<file path="src/rtl/mgt_01_nr_sqrt_seq.sv">
// Sequential non-restoring integer square root.
// root_o = floor(sqrt(radicand)), remainder_o = radicand - root_o^2.
// BITS_PER_CYCLE root bits are resolved per COMPUTE cycle; a final FIX
// cycle corrects a negative partial remainder and registers the result.
// Optional feature: define MGT_01_SQRT_EXACT_FLAG_EN to add the exact_o port.
module mgt_01_nr_sqrt_seq #(
    parameter int DATA_WIDTH     = 48,
    parameter int BITS_PER_CYCLE = 1
) (
    input  logic                    clk_i,
    input  logic                    rst_i,
    input  logic                    clk_en_i,
    input  logic                    start_i,
    input  logic                    kill_i,
    input  logic [DATA_WIDTH-1:0]   radicand_i,
    output logic [DATA_WIDTH/2-1:0] root_o,
    output logic [DATA_WIDTH/2:0]   remainder_o,
    output logic                    valid_o,
    output logic                    busy_o
`ifdef MGT_01_SQRT_EXACT_FLAG_EN
   ,output logic                    exact_o
`endif
);

    localparam int OUT_WIDTH = DATA_WIDTH / 2;
    localparam int N         = OUT_WIDTH / BITS_PER_CYCLE;
    localparam int CNT_W     = (N > 1) ? $clog2(N) : 1;
    localparam int RW        = OUT_WIDTH + 2;   // signed partial remainder width

    typedef enum logic [1:0] {IDLE, COMPUTE, FIX, DONE} state_t;

    state_t                state, state_nxt;
    logic [CNT_W-1:0]      cnt;
    logic [DATA_WIDTH-1:0] rad_q, rad_nxt;
    logic [OUT_WIDTH-1:0]  q_part, q_nxt;
    logic [RW-1:0]         r_part, r_nxt, r_fix;
    logic [RW-1:0]         step_shift;
    logic [1:0]            step_pair;
    logic                  accept, compute_go, fix_go;

    // Handshake qualifiers: kill always beats start and aborts work in flight.
    always_comb begin
        accept     = ((state == IDLE) || (state == DONE)) && start_i && !kill_i;
        compute_go = (state == COMPUTE) && !kill_i;
        fix_go     = (state == FIX) && !kill_i;
        busy_o     = (state == COMPUTE) || (state == FIX);
    end

    // Unrolled non-restoring steps: subtract (4q+1) when the partial remainder
    // is non-negative, add (4q+3) when negative; the new root bit is its sign.
    always_comb begin
        // NOTE: blocking assignments here chain one step into the next within
        // the same cycle; each variable gets a default first so no latch forms.
        rad_nxt    = rad_q;
        q_nxt      = q_part;
        r_nxt      = r_part;
        step_pair  = 2'b00;
        step_shift = '0;
        for (int i = 0; i < BITS_PER_CYCLE; i++) begin
            step_pair  = rad_nxt[DATA_WIDTH-1 -: 2];
            rad_nxt    = rad_nxt << 2;
            step_shift = {r_nxt[OUT_WIDTH-1:0], step_pair};
            if (!r_nxt[RW-1])
                r_nxt = step_shift - {q_nxt, 2'b01};
            else
                r_nxt = step_shift + {q_nxt, 2'b11};
            q_nxt = {q_nxt[OUT_WIDTH-2:0], ~r_nxt[RW-1]};
        end
    end

    // Final correction: a negative remainder gets one (2q+1) added back.
    always_comb begin
        r_fix = r_part;
        if (r_part[RW-1])
            r_fix = r_part + {1'b0, q_part, 1'b1};
    end

    // State register; reset wins over the clock enable.
    always_ff @(posedge clk_i) begin
        // NOTE: sequential state uses non-blocking assignments only.
        if (rst_i)
            state <= IDLE;
        else if (clk_en_i)
            state <= state_nxt;
    end

    // Next-state decode.
    always_comb begin
        state_nxt = state;
        unique case (state)
            IDLE, DONE: state_nxt = accept ? COMPUTE : IDLE;
            COMPUTE: begin
                if (kill_i)
                    state_nxt = IDLE;
                else if (cnt == CNT_W'(0))
                    state_nxt = FIX;
            end
            FIX:        state_nxt = kill_i ? IDLE : DONE;
            default:    state_nxt = IDLE;
        endcase
    end

    // Datapath and result registers; results only move on a completed FIX.
    always_ff @(posedge clk_i) begin
        if (rst_i) begin
            cnt         <= '0;
            rad_q       <= '0;
            q_part      <= '0;
            r_part      <= '0;
            root_o      <= '0;
            remainder_o <= '0;
            valid_o     <= 1'b0;
`ifdef MGT_01_SQRT_EXACT_FLAG_EN
            exact_o     <= 1'b0;
`endif
        end else if (clk_en_i) begin
            valid_o <= 1'b0;
            if (accept) begin
                rad_q  <= radicand_i;
                q_part <= '0;
                r_part <= '0;
                cnt    <= CNT_W'(N - 1);
            end else if (compute_go) begin
                rad_q  <= rad_nxt;
                q_part <= q_nxt;
                r_part <= r_nxt;
                if (cnt != CNT_W'(0))
                    cnt <= cnt - 1'b1;
            end else if (fix_go) begin
                root_o      <= q_part;
                remainder_o <= r_fix[OUT_WIDTH:0];
                valid_o     <= 1'b1;
`ifdef MGT_01_SQRT_EXACT_FLAG_EN
                exact_o     <= (r_fix == '0);
`endif
            end
        end
    end

endmodule

</file>
<file path="config.mk">
export PLATFORM = sky130hd
export DESIGN_NAME = mgt_01_nr_sqrt_seq
export DESIGN_NICKNAME = d
export VERILOG_FILES = /design/src/rtl/mgt_01_nr_sqrt_seq.sv
export SDC_FILE = /design/constraint.sdc
export NUM_CORES = 1
export LEC_CHECK = 0
export ABC_AREA = 1
export CORE_ASPECT_RATIO = 1.1
export CORE_UTILIZATION = 25
export CTS_CLUSTER_DIAMETER = 30
export DETAILED_ROUTE_END_ITERATION = 16
export PLACE_DENSITY_LB_ADDON = 0.25
export SETUP_SLACK_MARGIN = 0.4
export SYNTH_ARGS = -nofsm -noshare
export SYNTH_HDL_FRONTEND = slang
export SYNTH_SLANG_ARGS = --single-unit
</file>
<file path="constraint.sdc">
create_clock -name clk_i -period 3 [get_ports clk_i]
set_input_delay 0.6 -clock clk_i [delete_from_list [all_inputs] [get_ports clk_i]]
set_output_delay 0.6 -clock clk_i [all_outputs]
set_load 0.03 [all_outputs]
</file>
# Word level (Yosys, flattened, before mapping)
# Index checks and enable logic that the tools add are counted.
dict set report totals {
  regBits 155
  out_inout_bits 51
  inputBits 53
}
dict set report op_classes {
  n_bitwise 3
  add_sub_neg 4
  eq_ne 4
  n_reduce_logical 17
  mux 19
}
# cell n
set ops {}
lappend ops {{48-bit 2-to-1 mux} 2}
lappend ops {{26-bit 2-to-1 mux} 3}
lappend ops {{24-bit 2-to-1 mux} 2}
lappend ops {{26-bit adder} 1}
lappend ops {{26-bit subtractor} 1}
lappend ops {{25-bit adder} 1}
lappend ops {{25-bit 2-to-1 mux} 1}
lappend ops {{5-bit 2-to-1 mux} 3}
lappend ops {{2-bit 2-to-1 mux} 3}
lappend ops {{2-bit one-hot mux with 3 select lines} 1}
lappend ops {{5-bit logical NOT} 1}
lappend ops {{5-bit nonzero test} 1}
lappend ops {{5-bit by 1-bit subtractor with 5-bit output (second input constant)} 1}
lappend ops {{2-bit equality test (second input constant)} 2}
lappend ops {{1-bit logical AND} 4}
lappend ops {{1-bit 2-to-1 mux} 4}
lappend ops {{2-bit AND reduction} 2}
lappend ops {{4-bit AND reduction} 1}
lappend ops {{2-bit nonzero test} 2}
lappend ops {{3-bit by 2-bit inequality test with 1-bit output (second input constant)} 1}
lappend ops {{1-bit NOT} 3}
lappend ops {{3-bit AND reduction} 1}
lappend ops {{2-bit by 1-bit equality test with 1-bit output (second input constant)} 1}
lappend ops {{2-bit logical NOT} 1}
lappend ops {{other kinds (3)} 4}

# Depth between registers and ports, before layout
dict set report logic_depth {
  word_depth 6
  depth_mapped 16
  mapped_depth_nobuf 14
}

# Least setup slack after synthesis
# Ideal clock, no wire load.
dict set report synth_timing {
  kind {reg-to-reg}
  startpoint {reg r_part[25]}
  endpoint {reg r_part[10]}
  path_buffers 3
  setup_ps 132
  required_time_ps 2868
  t_arrival_ps 2280
  stages_incl_launch_ff 15
  setup_slack_ps 588
  cell_sequence {dfxtp_1 -> buf_2 -> buf_2 -> buf_2 -> xnor2_1 -> ha_1 -> a21oi_1 -> nand2_1 -> nand2_1 -> nand2_1 -> nand2_1 -> nand2_1 -> or2_2 -> nand3_1 -> a21oi_1}
}
dict set report synth_via {
  elab_chain_cells 3
}
# element line_no
set synth_lines {}
lappend synth_lines {{start: declaration} 36} ;# logic [RW-1:0] r_part, r_nxt, r_fix;
lappend synth_lines {{start signal: assignment} 126} ;# r_part <= r_nxt;
lappend synth_lines {{26-bit 2-to-1 mux} 63} ;# if (!r_nxt[RW-1])
lappend synth_lines {{26-bit 2-to-1 mux} 123} ;# end else if (compute_go) begin
lappend synth_lines {{26-bit 2-to-1 mux} 118} ;# if (accept) begin
# Every way passes these cells. The select of a mux whose other input is x is not followed.
# A chain may end at the register's enable or synchronous reset.

# Worst setup path after layout
dict set report layout_timing {
  startpoint {reg state[0]}
  endpoint {out busy_o}
}
dict set report layout_via {
  elab_chain_cells 2
  word_cells_on_any_way 3
  classes_between {2 x eq/ne; 1 x reduce/logical}
}
# element line_no
set layout_lines {}
lappend layout_lines {{start: declaration} 32} ;# state_t state, state_nxt;
lappend layout_lines {{start signal: assignment} 84} ;# state <= state_nxt;
lappend layout_lines {{2-bit by 1-bit equality test with 1-bit output / 2-bit equality test (equally long branches)} 46} ;# busy_o = (state == COMPUTE) || (state == FIX);
lappend layout_lines {{1-bit logical OR (*)} 46}
lappend layout_lines {{end: declaration} 19} ;# output logic busy_o
# Every way passes the cells marked *; elsewhere a longest branch is shown, timed or not.

==> results.txt <==
----------------------------------------------------
[Worst setup path]
  Startpoint types ... flip-flop
  Slowest Stage Delay on Critical Path ... 440 ps
  Critical Path Slowest Stage Cell ... sky130_fd_sc_hd__dlygate4sd2_1
  Critical path capture point type ... output port
  Category of the critical setup timing path ... flip-flop to output port
  CP dominant cell by count ... sky130_fd_sc_hd__inv_1
  CP required ... 2400 ps
  Worst path arrival time ... 1780 ps
  Register-to-register path setup slack ... 650 ps
  Critical Path, Cell by Cell ... inv_1 > ha_1 > inv_1 > dlygate4sd2_1
  Maximum fanout along the worst path ... 3

[Pwr]
  Maximum ir drop on the vdd rail ... 509.3 uV
  Cell Pwr Density ... 592.0 mW/mm^2
  Leakage ... 4.967 nW

[Logic synthesis]
  Predominant post-synthesis flop cell ... sky130_fd_sc_hd__dfxtp_1
  Number of flops mapped to enable cells by yosys ... 0
  Number of nets produced by synthesis ... 1612
  Post-synthesis cell count ... 1504
  Yosys reg bits ... 155
  Syn avg cell area ... 6.415 um^2
  Async S/R FF share, synth ... 0
  Post-synthesis instance area ... 0.009648 mm^2
  Distinct cell type count of the synthesized netlist ... 41
  Number of warning messages in the yosys log ... 0
  Sequential area share after synthesis ... 0.3216

[Final layout]
  Fraction of the core area covered by cells at the end of the flow ... 0.3094
  Fraction of final layout cells sized beyond drive strength 1 ... 0.04705
  Ant diodes ... 0
  Register cell area after layout ... 0.003104 mm^2
  Area delta synth->final ... 22.18%
  Number of non-filler instances in the completed layout ... 2094
  Most common cell after layout, fill and taps aside ... sky130_fd_sc_hd__nand2_1
  Number of fill cells ... 4235
  Area taken by multi-input logic gates ... 0.005667 mm^2
  Number of nets in the finished design ... 1690
  Post-route cell area ... 0.01179 mm^2
  Most frequent cells in the layout ... 472 x sky130_fd_sc_hd__nand2_1, 154 x sky130_fd_sc_hd__dfxtp_1, 144 x sky130_fd_sc_hd__inv_1

[Global routing]
  Number of antenna violations at the first check in global routing ... 0
  Maximum number of pins on one net before global-route repair ... 65
  Global-route wire length before repair ... 47660 um
  Remaining global-route overflow ... 0
  Vias in the first global route ... 9319
  GRT Total Usage ... 0.1521

[Clock tree]
  Post-CTS setup repair buffer count ... 0
  Clock tree root driver cell ... sky130_fd_sc_hd__clkbuf_16
  Number of buffers inserted during clock tree synthesis ... 17
  CTS HTree Levels ... 4
  Deepest clock path buffer count ... 2
  TritonCTS clock tree ... yes
  Number of sinks handled by clock tree synthesis ... 155
  Insertion delay to the later sink of the worst-skew pair ... 440 ps
  Clock-pin slew reported for the worst setup and hold paths after clock tree synthesis ... 60 ps

[Detailed routing]
  Antenna violation net count after detailed routing ... 0
  Number of design rule violations left after detail routing ... 0
  Number of DRC markers in iteration 0 ... 608
  Avg Vias per Cell ... 4.613
  Total wire length after detailed routing ... 29360 um
  Wirelength per Cell ... 14.02 um
  Vias ... 9660
  Total iterations of the first detailed-routing run ... 5

[Floorplanning]
  Die X ... 189.3 um
  DIE HEIGHT ... 208.0 um
  Std-Cell Rows ... 75
  Floorplan core area ... 0.03810 mm^2
  Initial standard-cell utilization of the core ... 0.2532
  DIE AREA ... 0.03938 mm^2
  Count of boundary I/O pins ... 104

[Placement]
  Post-DP HPWL ... 21960 um
  Weighted congestion reported at the end of routability-driven placement ... 0.9390
  Count of buffers inserted at the top-level ports ... 103
  Placed standard-cell area ... 0.01118 mm^2
  Number of placed instances, taps included ... 2063

[Worst hold path]
  Worst Hold Class ... flip-flop to flip-flop

[Run]
  Max cap viols ... 0

[Timing]
  Final number of setup-violating endpoints ... 0
  Clock tree skew after final layout ... 7.638 ps
  Minimum clock period ... 2376 ps
  Period utilisation layout ... 0.7921
  Setup repair after global routing missed its margin ... no
  Worst slew pin tran ... 744.2 ps
  Max-slew headroom at the worst pin ... 0.5038
  Number of pins exceeding their max-slew limit in the final report ... 0
  Setup_tns ... 0 ps
  Final Hold Violating Endpoints ... 0
  Upper clock frequency limit ... 420.8 MHz

[Outcome]
  Result of the run ... finished clean

----------------------------------------------------
[worst paths after layout]
| path | depth (start not counted) | startpoint | endpoint |
|---|---|---|---|
| max | 4 | state[0] | busy_o |
| min | 1 | cnt[3] | cnt[3] |
| max reg2reg | 11 | r_part[25] | r_part[20] |
| min reg2reg | 1 | cnt[3] | cnt[3] |
[synthesized netlist by cell type (3+ instances only)]
master                     count  share of area
sky130_fd_sc_hd__inv_1       144          0.056
sky130_fd_sc_hd__and2_1        3         0.0019
sky130_fd_sc_hd__o21ai_0     105          0.054
sky130_fd_sc_hd__xnor2_1      27          0.025
sky130_fd_sc_hd__clkinv_1      3         0.0012
sky130_fd_sc_hd__buf_6         3         0.0035
sky130_fd_sc_hd__nand4_1      15         0.0097
sky130_fd_sc_hd__nor3_1        7         0.0036
sky130_fd_sc_hd__clkbuf_1     27          0.011
sky130_fd_sc_hd__dfxtp_1     155           0.32
sky130_fd_sc_hd__o21bai_1      4         0.0031
sky130_fd_sc_hd__nand2_1     472           0.18
sky130_fd_sc_hd__a31oi_1      50          0.032
sky130_fd_sc_hd__nor2_1      133          0.052
sky130_fd_sc_hd__nand3b_1      4         0.0031
sky130_fd_sc_hd__o21ai_1       8         0.0042
sky130_fd_sc_hd__a21oi_1     141          0.073
sky130_fd_sc_hd__ha_1         54          0.070
sky130_fd_sc_hd__nand3_1      77          0.040
sky130_fd_sc_hd__inv_2         4         0.0016
sky130_fd_sc_hd__buf_2        25          0.013
sky130_fd_sc_hd__or2_2        10         0.0065
sky130_fd_sc_hd__xor2_1        8         0.0073
sky130_fd_sc_hd__buf_4         6         0.0047
[worst max-delay path, delay by kind of cell, from the launching register on]
kind / cells / cell delay [ps]
DFF: 1 / 360
buffers and inverters: 3 / 640
adders and majority gates: 1 / 330
[layer usage]
layer	up-vias	routed length (um)	global-route usage
met5	-	0	0
met4	0	651	0.05729
met3	37	1185	0.02851
met2	198	13260	0.2430
met1	4377	14260	0.2017
li1	5048	-	-
[repair_timing]
action	CTS	global route
hold buffers	0	0
endpoints found under the setup margin	1	4
cloned	0	0
gates resized for setup	1	2
[power by group]
group	switching (mW)	internal [mW]
Sequential	0.115	2.17
Clock	0.908	1.34
Combinational	1.59	0.851
Total	2.61	4.37
[registers in the layout, summed over array words and instances, names as in the netlist]
| signal | count |
|---|---|
| r_part | 26 |
| cnt | 5 |
| remainder_o | 25 |
| root_o | 24 |
| valid_o | 1 |
| q_part | 24 |
| state | 2 |
| rad_q | 48 |
[cells by family after synthesis]
kind of cell | count (synthesis) | share of synthesized area
XOR/XNOR | 35 | 0.03177
AND/OR/NAND/NOR | 729 | 0.3101
buffers and inverters | 215 | 0.09169
adder cells (fa/ha/maj) | 55 | 0.07211
flip-flops | 155 | 0.3216
AO/OA/AOI/OAI | 315 | 0.1727
[final cells by class]
type / count / area share
multi-input cells: 1134 / 0.4807
repair buffers: 122 / 0.1033
clock buffers: 20 / 0.03874
clock inverters: 11 / 0.01231
flip-flops and latches: 155 / 0.2633
inverters: 152 / 0.04851
well taps: 500 / 0.05307
[per-stage QoR]
| step | setup slack, ps | hold slack (ps) | power, mW |
|---|---|---|---|
| 5_1_grt | 419.0 | 482.5 | 7.499 |
| 3_3_place_gp | 504.5 | 445.2 | 4.730 |
| 4_1_cts | 553.1 | 461.1 | 7.041 |
| 6_report | 623.8 | 460.4 | 6.978 |
| 3_5_place_dp | 510.6 | 451.2 | 4.751 |
| 2_1_floorplan | 588.0 | 429.5 | 4.084 |
Note: power is estimated with default switching activity, not from simulation.
